$ cat src/rtl/inverter_pkg.sv
// Shared definitions for the inverter pipeline: the mode encodings
// used by the configuration register and the transform logic.
package inverter_pkg;

    typedef enum logic [1:0] {
        MODE_PASS = 2'b00,
        MODE_INV  = 2'b01,
        MODE_MASK = 2'b10,
        MODE_ALT  = 2'b11
    } mode_t;

endpackage

$ cat src/rtl/inv_stage.sv
// One pipeline slot: a data register plus its valid bit, frozen while
// the downstream consumer stalls the pipe.
module inv_stage #(
    parameter int WIDTH = 8
) (
    input  logic             clk,
    input  logic             rst,
    input  logic             hold,
    input  logic             valid_d,
    input  logic [WIDTH-1:0] data_d,
    output logic             valid_q,
    output logic [WIDTH-1:0] data_q
);

    always_ff @(posedge clk or posedge rst) begin
        if (rst) begin
            valid_q <= 1'b0;
            data_q  <= '0;
        end else if (!hold) begin
            valid_q <= valid_d;
            data_q  <= data_d;
        end
    end

endmodule

$ cat src/rtl/inverter_pipe.sv
// Configurable bit-inverting pipeline with valid/ready handshaking, a
// STAGES-deep register chain and a wrapping count of accepted words.
import inverter_pkg::*;

module inverter_pipe #(
    parameter int WIDTH  = 8,
    parameter int STAGES = 2,
    parameter int CNT_W  = 16
) (
    input  logic             clk,
    input  logic             rst,
    input  logic             cfg_load,
    input  logic [1:0]       cfg_mode,
    input  logic [WIDTH-1:0] cfg_mask,
    input  logic             in_valid,
    input  logic [WIDTH-1:0] in_data,
    output logic             in_ready,
    output logic             out_valid,
    output logic [WIDTH-1:0] out_data,
    input  logic             out_ready,
    output logic [CNT_W-1:0] word_cnt
);

    logic             stall;
    logic             accept;
    mode_t            mode_q;
    logic [WIDTH-1:0] mask_q;
    logic [WIDTH-1:0] xform;

    logic [STAGES:0]  valid_chain;
    logic [WIDTH-1:0] data_chain [STAGES+1];

    assign stall    = out_valid & ~out_ready;
    assign in_ready = ~stall;
    assign accept   = in_valid & in_ready;

    // Configuration takes effect after the edge that loads it, so a word
    // accepted on that same edge still sees the previous mode and mask.
    always_ff @(posedge clk or posedge rst) begin
        if (rst) begin
            mode_q <= MODE_PASS;
            mask_q <= '0;
        end else if (cfg_load) begin
            mode_q <= mode_t'(cfg_mode);
            mask_q <= cfg_mask;
        end
    end

    always_ff @(posedge clk or posedge rst) begin
        if (rst) begin
            word_cnt <= '0;
        end else if (accept) begin
            word_cnt <= word_cnt + CNT_W'(1);
        end
    end

    // Alternate mode keys off the count of words accepted before this one.
    always_comb begin
        xform = in_data;
        case (mode_q)
            MODE_PASS: xform = in_data;
            MODE_INV:  xform = ~in_data;
            MODE_MASK: xform = in_data ^ mask_q;
            MODE_ALT:  xform = word_cnt[0] ? in_data : ~in_data;
            default:   xform = in_data;
        endcase
    end

    assign valid_chain[0] = accept;
    assign data_chain[0]  = accept ? xform : '0;

    for (genvar g = 0; g < STAGES; g++) begin : g_stage
        inv_stage #(
            .WIDTH(WIDTH)
        ) u_stage (
            .clk     (clk),
            .rst     (rst),
            .hold    (stall),
            .valid_d (valid_chain[g]),
            .data_d  (data_chain[g]),
            .valid_q (valid_chain[g+1]),
            .data_q  (data_chain[g+1])
        );
    end

    assign out_valid = valid_chain[STAGES];
    assign out_data  = data_chain[STAGES];

endmodule

$ cat config.mk
export PLATFORM = sky130hd
export DESIGN_NAME = inverter_pipe
export DESIGN_NICKNAME = d
export VERILOG_FILES = /design/src/rtl/inverter_pkg.sv /design/src/rtl/inv_stage.sv /design/src/rtl/inverter_pipe.sv
export SDC_FILE = /design/constraint.sdc
export NUM_CORES = 1
export LEC_CHECK = 0
export BUFFER_PORTS_ARGS = -buffer_cell sky130_fd_sc_hd__buf_2
export CAP_MARGIN = 20
export CORE_MARGIN = 3
export CORE_UTILIZATION = 57
export CTS_BUF_LIST = sky130_fd_sc_hd__clkbuf_16
export DETAILED_ROUTE_END_ITERATION = 7
export GPL_TIMING_DRIVEN = 0
export PLACE_DENSITY = 0.84
export SYNTH_ARGS = -nofsm -noshare
export SYNTH_HDL_FRONTEND = slang
export SYNTH_HIERARCHICAL = 1
export SYNTH_SLANG_ARGS = --single-unit
export TNS_END_PERCENT = 5
$ cat constraint.sdc
create_clock -name clk -period 3.4 [get_ports clk]
set_input_delay 0.51 -clock clk [delete_from_list [all_inputs] [get_ports clk]]
set_output_delay 0.51 -clock clk [all_outputs]
set_load 0.1 [all_outputs]
==> Word-level counts from Yosys, hierarchy flattened <==
Cells that the tools add are included.
{ "word_totals": {"reg_bits": 44, "inputBits": 23} }
{ "classes": {"bitwise": 6, "mux": 3, "n_eq_ne": 3, "n_addsub": 1, "n_reduce_logical": 1} }
{ "ops": {"columns": ["cell", "n"], "rows": [
  ["$pmux W8 S4", 1],
  ["$add A16 B1 Y16 const B", 1],
  ["$mux W8", 2],
  ["$not A8 Y8", 1],
  ["$xor A8 B8 Y8", 1],
  ["$eq A2 B2 Y1 const B", 2],
  ["$and A1 B1 Y1", 2],
  ["$eq A2 B1 Y1 const B", 1],
  ["$logic_not A2 Y1", 1],
  ["$not A1 Y1", 2]
]} }

==> Longest topological paths before layout <==
Gate-level depths: netlist of the first run.
{ "logic_depth": {"word_depth": 5, "mapped_depth": 6, "ltp_nobuf": 5} }

==> By module <==
Netlist of the first run, hierarchy kept.
{ "modules_own_cells": {"columns": ["mod", "area_per_inst_um2", "instances", "cells_each", "seq_area_each_um2"], "rows": [
  ["inverter_pipe", 1271.2, 1, 117, 650.6],
  ["inv_stage", 375.4, 2, 20, 225.2]
]} }

==> Least setup slack after synthesis of the first run <==
Ideal clock, no wire load.
{ "synth_path": {"path_kind": "flip-flop to flip-flop", "startpoint": "register g_stage[1].u_stage.valid_q", "endpoint": "register g_stage[0].u_stage.data_q[0]", "stages_incl_launch_ff": 6, "n_path_buf": 1, "arrival_time_ps": 2696, "path_slack_ps": 578, "setup_time_ps": 125, "cell_sequence": "dfrtp_1 nand2b_1 nand2_1 clkbuf_1 nor2_1 mux2_4"} }
{ "synth_lines": {"columns": ["item", "line_no", "text"], "rows": [
  ["start, declared", "inv_stage.sv:11", "output logic valid_q,"],
  ["start signal, assigned", "inv_stage.sv:20", "valid_q <= valid_d;"],
  ["end signal, assigned", "inv_stage.sv:21", "data_q <= data_d;"],
  ["end, declared", "inv_stage.sv:12", "output logic [WIDTH-1:0] data_q"]
]} }

==> Worst setup path in the final report of the first run <==
{ "layout_path": {"startpoint": "register g_stage[1].u_stage.valid_q", "endpoint": "output in_ready"} }
{ "layout_between": {"elab_chain_len": 2} }
{ "layout_rtl": {"columns": ["item", "line_no", "text"], "rows": [
  ["$and A1 B1 Y1", "inverter_pipe.sv:33", "assign stall = out_valid & ~out_ready;"],
  ["$not A1 Y1", "inverter_pipe.sv:34", "assign in_ready = ~stall;"],
  ["end, declared", "inverter_pipe.sv:17", "output logic in_ready,"]
]} }
Every way passes these cells.

==> results.yml, run 1 <==
run_status:
  status: "completed"
logic_synthesis:
  synth_compound_area_frac: 0.0235
  yosysTopAreaCell: "dfrtp_1"
  synthXorXnorAreaFrac: 0.0996
  ys_types: 23
  syn-cell-area_um2: 2020
  synth_top_family_by_area: "multiplexers"
  synth_seq_cells: 44
  synth_top_area_frac: 0.545
  syn_inst: 157
  synthTopCellsByArea: "dfrtp_1 54%, mux2_4 13%, xor2_1 6.5%"
  muxShareOfSynthArea: 0.189
  synth_area_per_cell_um2: 12.9
  synth.net_count: 181
  yosys_warnings: 6
  synth-simple-area-share: 0.0978
  synth_seq_area_share: 0.545
  synth_fa_ha_area_frac: 0.00619
worst_setup_path:
  endpoint_kind: "primary output"
  critPathCapture: "in_ready"
  rr_startpoint: "word_cnt[0]"
  required_ns: 2.89
  critical_path.cell_chain: "nand2b_1, buf_2"
  r2r_end: "g_stage[0].u_stage/data_q[1]"
  path_class: "reg2out"
  cp_data_arrival_time_ns: 1.36
  crit_start: "g_stage[1].u_stage/valid_q"
  slowest_stage: "buf_2"
  r2r_setup_slack_ns: 1.71
  startpoint_type: "flip-flop"
  max_stage_delay_ns: 0.48
  critPathMaxFanout: 5
  rr_worst_depth: 5
clock_network:
  root_buffer: "clkbuf_16"
  numCtsBuffers: 5
  cts_max_path_buffers: 2
  htree_levels: 2
  cts_repair_resize_count: 0
  clk_pin_slew_ns: 0.06
  post_cts_buffers: 0
  postCtsHoldBufs: 0
  cts_tree: "yes"
  clk_latency_ns: 0.28
  cts.sinks: 44
global_route:
  globalRouteTotalUtil: 0.195
  overflow: 0
  grt_pass1_vias: 1346
  grt_pass1_wl_mm: 6.32
  antenna_found_initial: 0
  grt_max_degree: 27
routing:
  wl_met3_um: 203
  totalWireLength_mm: 3.69
  wl_met2_mm: 1.83
  route.vias.total: 1304
  drcViolationCount: 0
  routed.top_layer: "met4"
  wire_per_inst_um: 14.3
  drtAntennaViolNets: 0
  vias_per_cell: 5.05
  dr.pass1.iters: 4
  first_iter_violations: 28
  wl_met1_mm: 1.61
floorplan:
  die_h_um: 65.6
  initial_utilization: 0.597
  ios: 49
  fp.dieW_um: 65.6
  die_area_um2: 4300
  core-area_um2: 3390
  row_count: 21
placed_design:
  hpwl_mm: 2.87
  io_buffers: 47
  dp_slack_ns: 1.60
  gp_congestion: 0.770
sta:
  tightest_slew_ns: 0.954
  drv_slew: 0
  setup_viol: 0
  timing.setup.tns_ns: 0
  rsz0062_at_grt: "false"
  hold_viol: 0
  slew_headroom: 0.363
  finalCritPeriodShare: 0.550
  fin_skew_ns: 0.00361
  clock.fmax_ghz: 0.535
  period_needed_ns: 1.87
  worst_slack_ns: 1.53
final_layout:
  multi_input_area_um2: 842
  seqCellArea_um2: 1100
  syn2layout_area_growth_pct: 21.6
  nFillCells: 235
  final_common_cell: "buf_2"
  diodes: 0
  final_cell_mix: "47 x buf_2, 44 x dfrtp_1, 18 x mux2_4"
  layout.nets: 235
  layout-drive-gt1-share: 0.420
power_and_ir_drop:
  p_leak_uw: 0.00126
  power_density_nw_per_um2: 919
  peakVddDrop_mv: 0.525
worst_hold_path:
  min_path_type: "in2async"
run:
  maxCapViolations: 0
## power breakdown
group	leakage [uW]	internal (uW)	total (uW)	switching (uW)
combinational	0.000637	259	1050	794
sequential	0.000545	642	749	107
clock	0.0000736	270	457	187
total	0.00126	1170	2260	1090
## stage by stage
stage,hold WS [ns],total power [uW],utilization,cell area (um2),cells
2_1_floorplan,0.338,1630,-,2020,157
3_3_place_gp,0.452,1770,0.683,2310,250
3_5_place_dp,0.461,1810,0.683,2310,250
4_1_cts,0.203,2270,0.725,2460,258
5_1_grt,0.215,2350,0.725,2460,258
6_report,0.195,2260,0.725,2460,258
## kinds of logic (layout without fill, tap and decap cells)
logic type,Yosys count,count (layout)
adder cells (fa/ha/maj),1,1
AND/OR/NAND/NOR,37,37
buffers and inverters,15,70
AO/OA/AOI/OAI,9,9
multiplexers,28,28
flip-flops,44,44
XOR/XNOR,23,23
## Yosys cell counts (all sizes together)
cell type	instances
nand4	3
nor3	6
nand2b	1
clkbuf	3
inv	9
a21boi	1
xor2	15
ha	1
and4	1
a21oi	8
xnor2	8
nor4	2
mux2	28
buf	3
dfrtp	44
nor2	10
nand2	7
nor2b	1
nand3	4
or3	1
nor3b	1
## flip-flops by register name (all words and copies together) (netlist names)
| signal | cells |
|---|---|
| g_stage.u_stage/data_q | 16 |
| word_cnt | 16 |
| mask_q | 8 |
| g_stage.u_stage/valid_q | 2 |
| mode_q | 2 |
## layer usage
metal | track usage | up-vias
li1 | - | 631
met1 | 0.259 | 633
met2 | 0.310 | 33
met3 | 0.0496 | 7
met4 | 0.0725 | 0
met5 | 0 | -
## worst max-delay path, delay by kind of cell, from the launching register on
| kind | cells | cell delay [ns] |
|---|---|---|
| flops | 1 | 0.40 |
| simple gates | 1 | 0.21 |
| buf+inv | 1 | 0.48 |
## worst min path at each step
stage,start,end,slack (ns),cells past startpoint
after floorplan,rst,g_stage[0].u_stage/data_q[0],0.34,1
after global placement,word_cnt[15],word_cnt[15],0.45,1
final,rst,g_stage[0].u_stage/valid_q,0.19,2
after CTS,rst,g_stage[1].u_stage/data_q[3],0.20,2
after global routing,rst,g_stage[0].u_stage/valid_q,0.22,2
after detailed placement,word_cnt[15],word_cnt[15],0.46,1
## area by class of cell
class                           count  area share
Buffer                              6      0.0183
Clock buffer                        5      0.0509
Clock inverter                      3     0.00763
Inverter                            9      0.0137
Multi-Input combinational cell     98       0.342
Sequential cell                    44       0.448
Tap cell                           46      0.0234
Timing Repair Buffer               47      0.0957
No activity file was read; power rests on OpenSTA's default activity.
==> run 2: changes to the inputs <==
- CORE_UTILIZATION: 57 -> 52
- PLACE_DENSITY: 0.84 -> 0.78
- clock period: 3.4 -> 1.8 ns (I/O delays scaled with it)
==> results.yml, run 2 (synthesis gave the netlist of run 1 again) <==
worst_setup_path:
  rr_startpoint: "word_cnt[0]"
  r2r_setup_slack_ns: 0.13
  endpoint_kind: "flip-flop"
  required_ns: 1.97
  rr_worst_depth: 5
  max_stage_delay_ns: 0.46
  critical_path.cell_chain: "a21boi_1, a21oi_1, xor2_1, nor2_1, mux2_4"
  r2r_end: "g_stage[0].u_stage/data_q[1]"
  slowest_stage: "a21boi_1"
  path_class: "reg2reg"
  crit_start: "word_cnt[0]"
  critPathMaxFanout: 8
  startpoint_type: "flip-flop"
  cp_data_arrival_time_ns: 1.83
final_layout:
  layout.nets: 237
  syn2layout_area_growth_pct: 28.3
  final_common_cell: "buf_2"
  stdcell_count: 262
  nFillCells: 263
  final_cell_mix: "47 x buf_2, 32 x dfrtp_1, 18 x mux2_4"
  diodes: 0
  layout-drive-gt1-share: 0.481
  reg_top3: "g_stage.u_stage/data_q x16, word_cnt x16, mask_q x8"
power_and_ir_drop:
  p_sw_uw: 2040
  p_clk_frac: 0.272
  power_density_nw_per_um2: 1810
  cell_internal_pwr_uw: 2670
  p_seq_frac: 0.304
  peakVddDrop_mv: 1.09
  p_leak_uw: 0.00130
  switching_share: 0.433
  combPwrFrac: 0.424
  fin_total_pwr_uw: 4710
routing:
  totalWireLength_mm: 3.66
  drcViolationCount: 0
  wire_per_inst_um: 14.0
  route.vias.total: 1308
  first_iter_violations: 55
  drtAntennaViolNets: 0
  vias_per_cell: 4.99
  dr.pass1.iters: 4
sta:
  fin_skew_ns: 0.00381
  rsz0062_at_grt: "false"
  period_needed_ns: 1.67
  hold_viol: 0
  setup_viol: 0
  clock.fmax_ghz: 0.599
  slew_headroom: 0.627
  drv_slew: 0
  tightest_slew_ns: 0.559
  finalCritPeriodShare: 0.927
global_route:
  overflow: 0
  grt_pass1_wl_mm: 5.87
  antenna_found_initial: 0
  met2_usage: 0.294
  grt_util_met1: 0.211
  met3_usage: 0.0608
  globalRouteTotalUtil: 0.176
  grt_max_degree: 27
  grt_pass1_vias: 1260
  grt-busiest-layer: "met2"
clock_network:
  cts.sinks: 44
  htree_levels: 2
  clk_pin_slew_ns: 0.06
  clk_latency_ns: 0.28
  post_cts_buffers: 0
  postCtsHoldBufs: 1
  root_buffer: "clkbuf_16"
  numCtsBuffers: 5
  cts_tree: "yes"
  cts_repair_resize_count: 0
  cts_max_path_buffers: 2
worst_hold_path:
  min_path_type: "in2reg"
  min_path_cells: 2
  hp-start: "cfg_mask[2]"
  hold_end: "mask_q[2]"
placed_design:
  hpwl_mm: 2.74
  dp.cells: 252
  io_buffers: 47
  gp_congestion: 0.734
floorplan:
  ios: 49
  die_h_um: 68.4
  row_count: 22
  core-area_um2: 3720
  initial_utilization: 0.544
  die_area_um2: 4670
  fp.dieW_um: 68.4
run:
  maxCapViolations: 0
run_status:
  status: "completed"
-- run 2: cell types whose count changed in the layout (fill, tap and decap cells not counted), sizes merged --
cell         change
bufinv           +3
buf              +1
dlygate4sd3      +1
clkinv           -3
-- run 2: cell type report --
class                           instances  area [um2]  area share
Timing Repair Buffer                   49         273       0.105
Buffer                                  6        45.0      0.0174
Clock buffer                            5         125      0.0482
Multi-Input combinational cell         98         850       0.327
Tap cell                               48        60.1      0.0231
Inverter                                9        33.8      0.0130
Sequential cell                        44        1120       0.431
Clock inverter                          3        90.1      0.0347
-- run 2: critical path, delay by kind of cell, from the launching register on --
kind                      cells  cell delay, ns
AOI/OAI and AO/OA             2            0.60
DFF                           1            0.45
muxes                         1            0.27
xor gates and xnor gates      1            0.18
and+or+nand+nor               1            0.05
-- run 2: stage by stage --
stage	utilization	hold WS, ns	area, um2	setup slack [ns]	setup TNS (ns)
after global placement	0.630	0.244	2340	0.227	0
after global routing	0.698	0.207	2590	0.0646	0
final	0.698	0.219	2590	0.131	0
after detailed placement	0.630	0.252	2340	0.177	0
after floorplan	-	0.0979	2050	-0.0434	-0.0860
after CTS	0.691	0.211	2570	0.134	0
-- run 2: power groups by stage --
stage,Sequential (uW),Clock (uW),Combinational [uW]
floorplan,2480,0,628
global placement,1430,0,1960
detailed placement,1450,0,1980
CTS,1430,1310,2000
global route,1470,1350,2080
finish,1430,1280,1990
-- run 2: how the worst max path moves through the flow --
stage / to / slack (ns) / cells past startpoint
global placement: g_stage[0].u_stage/data_q[5] / 0.23 / 5
finish: g_stage[0].u_stage/data_q[1] / 0.13 / 5
floorplan: word_cnt[14] / -0.04 / 5
detailed placement: g_stage[0].u_stage/data_q[3] / 0.18 / 5
CTS: g_stage[0].u_stage/data_q[1] / 0.13 / 5
global route: g_stage[0].u_stage/data_q[2] / 0.06 / 5
-- run 2: metal layers --
metal | vias to the layer above | part of all wire | wire, um
met5 | - | 0 | 0
met2 | 43 | 0.49 | 1810
met4 | 0 | 0.015 | 55
li1 | 638 | - | -
met1 | 622 | 0.42 | 1550
met3 | 5 | 0.067 | 246
==> run 3: changes to the inputs <==
- clock period: 1.8 -> 1.9 ns (I/O delays scaled with it)
==> results.yml, run 3 (synthesis gave the netlist of run 1 again) <==
run_status:
  status: "completed"
worst_setup_path:
  startpoint_type: "flip-flop"
  endpoint_kind: "flip-flop"
  critPathMaxFanout: 9
  cp_data_arrival_time_ns: 1.79
  required_ns: 2.08
  path_class: "reg2reg"
clock_network:
  clk_latency_ns: 0.28
  root_buffer: "clkbuf_16"
  htree_levels: 2
  numCtsBuffers: 5
  cts_max_path_buffers: 2
  cts_tree: "yes"
  post_cts_buffers: 0
  cts.sinks: 44
  postCtsHoldBufs: 1
  clk_pin_slew_ns: 0.06
  cts_repair_resize_count: 0
power_and_ir_drop:
  peakVddDrop_mv: 0.617
  power_density_nw_per_um2: 1600
  p_leak_uw: 0.00127
floorplan:
  die_area_um2: 4670
  die_h_um: 68.4
  ios: 49
  row_count: 22
  core-area_um2: 3720
  initial_utilization: 0.544
  fp.dieW_um: 68.4
placed_design:
  io_buffers: 47
  place_area_um2: 2340
  hpwl_mm: 3.05
  gp_congestion: 0.746
sta:
  finalCritPeriodShare: 0.847
  setup_viol: 0
  fin_skew_ns: 0.00355
  tightest_slew_ns: 0.500
  drv_slew: 0
  slew_headroom: 0.666
  rsz0062_at_grt: "false"
  hold_viol: 0
  period_needed_ns: 1.61
  clock.fmax_ghz: 0.622
routing:
  drcViolationCount: 0
  first_iter_violations: 63
  totalWireLength_mm: 3.87
  vias_per_cell: 5.05
  drtAntennaViolNets: 0
  route.vias.total: 1323
  wire_per_inst_um: 14.8
  dr.pass1.iters: 5
final_layout:
  fin_util: 0.676
  design_area_um2: 2510
  reg_top3: "g_stage.u_stage/data_q x16, word_cnt x16, mask_q x8"
  syn2layout_area_growth_pct: 24.3
  layout-drive-gt1-share: 0.463
  nFillCells: 288
  layout.nets: 237
  final_cell_mix: "47 x buf_2, 33 x dfrtp_1, 18 x mux2_4"
  final_common_cell: "buf_2"
  diodes: 0
global_route:
  globalRouteTotalUtil: 0.182
  grt_pass1_wl_mm: 6.13
  grt_max_degree: 27
  grt_pass1_vias: 1323
  antenna_found_initial: 0
  overflow: 0
worst_hold_path:
  min_path_type: "in2reg"
run:
  maxCapViolations: 0
==> run 3: cell count changes in the layout (fill, tap and decap cells not counted) <==
| cell | previous run | this run |
|---|---|---|
| inv_1 | 9 | 11 |
| dfrtp_1 | 32 | 33 |
| dfrtp_4 | 1 | 0 |
| clkinv_1 | 0 | 1 |
| bufinv_16 | 3 | 0 |
==> run 3: power breakdown <==
group          switching (uW)  total [uW]  internal (uW)  leakage (uW)
clock                     308         780            472     0.0000738
combinational            1420        1890            473      0.000659
sequential                195        1360           1160      0.000534
total                    1920        4030           2110       0.00127
==> run 3: metal layers <==
layer | global-route usage | up-vias | wire, um
li1 | - | 640 | -
met1 | 0.212 | 631 | 1570
met2 | 0.318 | 45 | 2030
met3 | 0.0443 | 7 | 219
met4 | 0.0769 | 0 | 57
met5 | 0 | - | 0
==> run 3: critical path: stages, from the launching register on <==
cell	delay, ns
dfrtp_2	0.41
nand3_2	0.10
or3_1	0.35
buf_6	0.16
nor3_1	0.27
xor2_1	0.22
==> run 3: cell type report <==
class                      count  area (um2)  share of cell area
sequential                    44        1110               0.444
multi-input combinational     98         850               0.338
timing repair buffer          49         273               0.109
clock buffer                   5         125              0.0498
tap                           48        60.1              0.0239
buffer                         6        45.0              0.0179
inverter                       9        33.8              0.0134
clock inverter                 3        11.3             0.00448
==> run 3: stage by stage <==
stage	std cells	hold WS, ns	setup TNS (ns)	power (uW)	setup slack (ns)
global placement	252	0.260	0	3200	0.325
CTS	261	0.235	0	4050	0.282
global route	262	0.241	0	4190	0.140
floorplan	157	0.113	-0.205	2930	-0.0378
detailed placement	252	0.273	0	3260	0.284
finish	262	0.239	0	4030	0.291
==> run 3: final timing paths <==
check,start,endpoint,slack (ns),cells after the start
setup reg to reg,word_cnt[2],word_cnt[10],0.29,5
max in group asynchronous,rst,word_cnt[0],1.05,4
min in group asynchronous,rst,word_cnt[5],0.47,3
hold reg to reg,word_cnt[15],word_cnt[15],0.46,1
hold / removal,cfg_mode[0],mode_q[0],0.24,2
setup / recovery,word_cnt[2],word_cnt[10],0.29,5
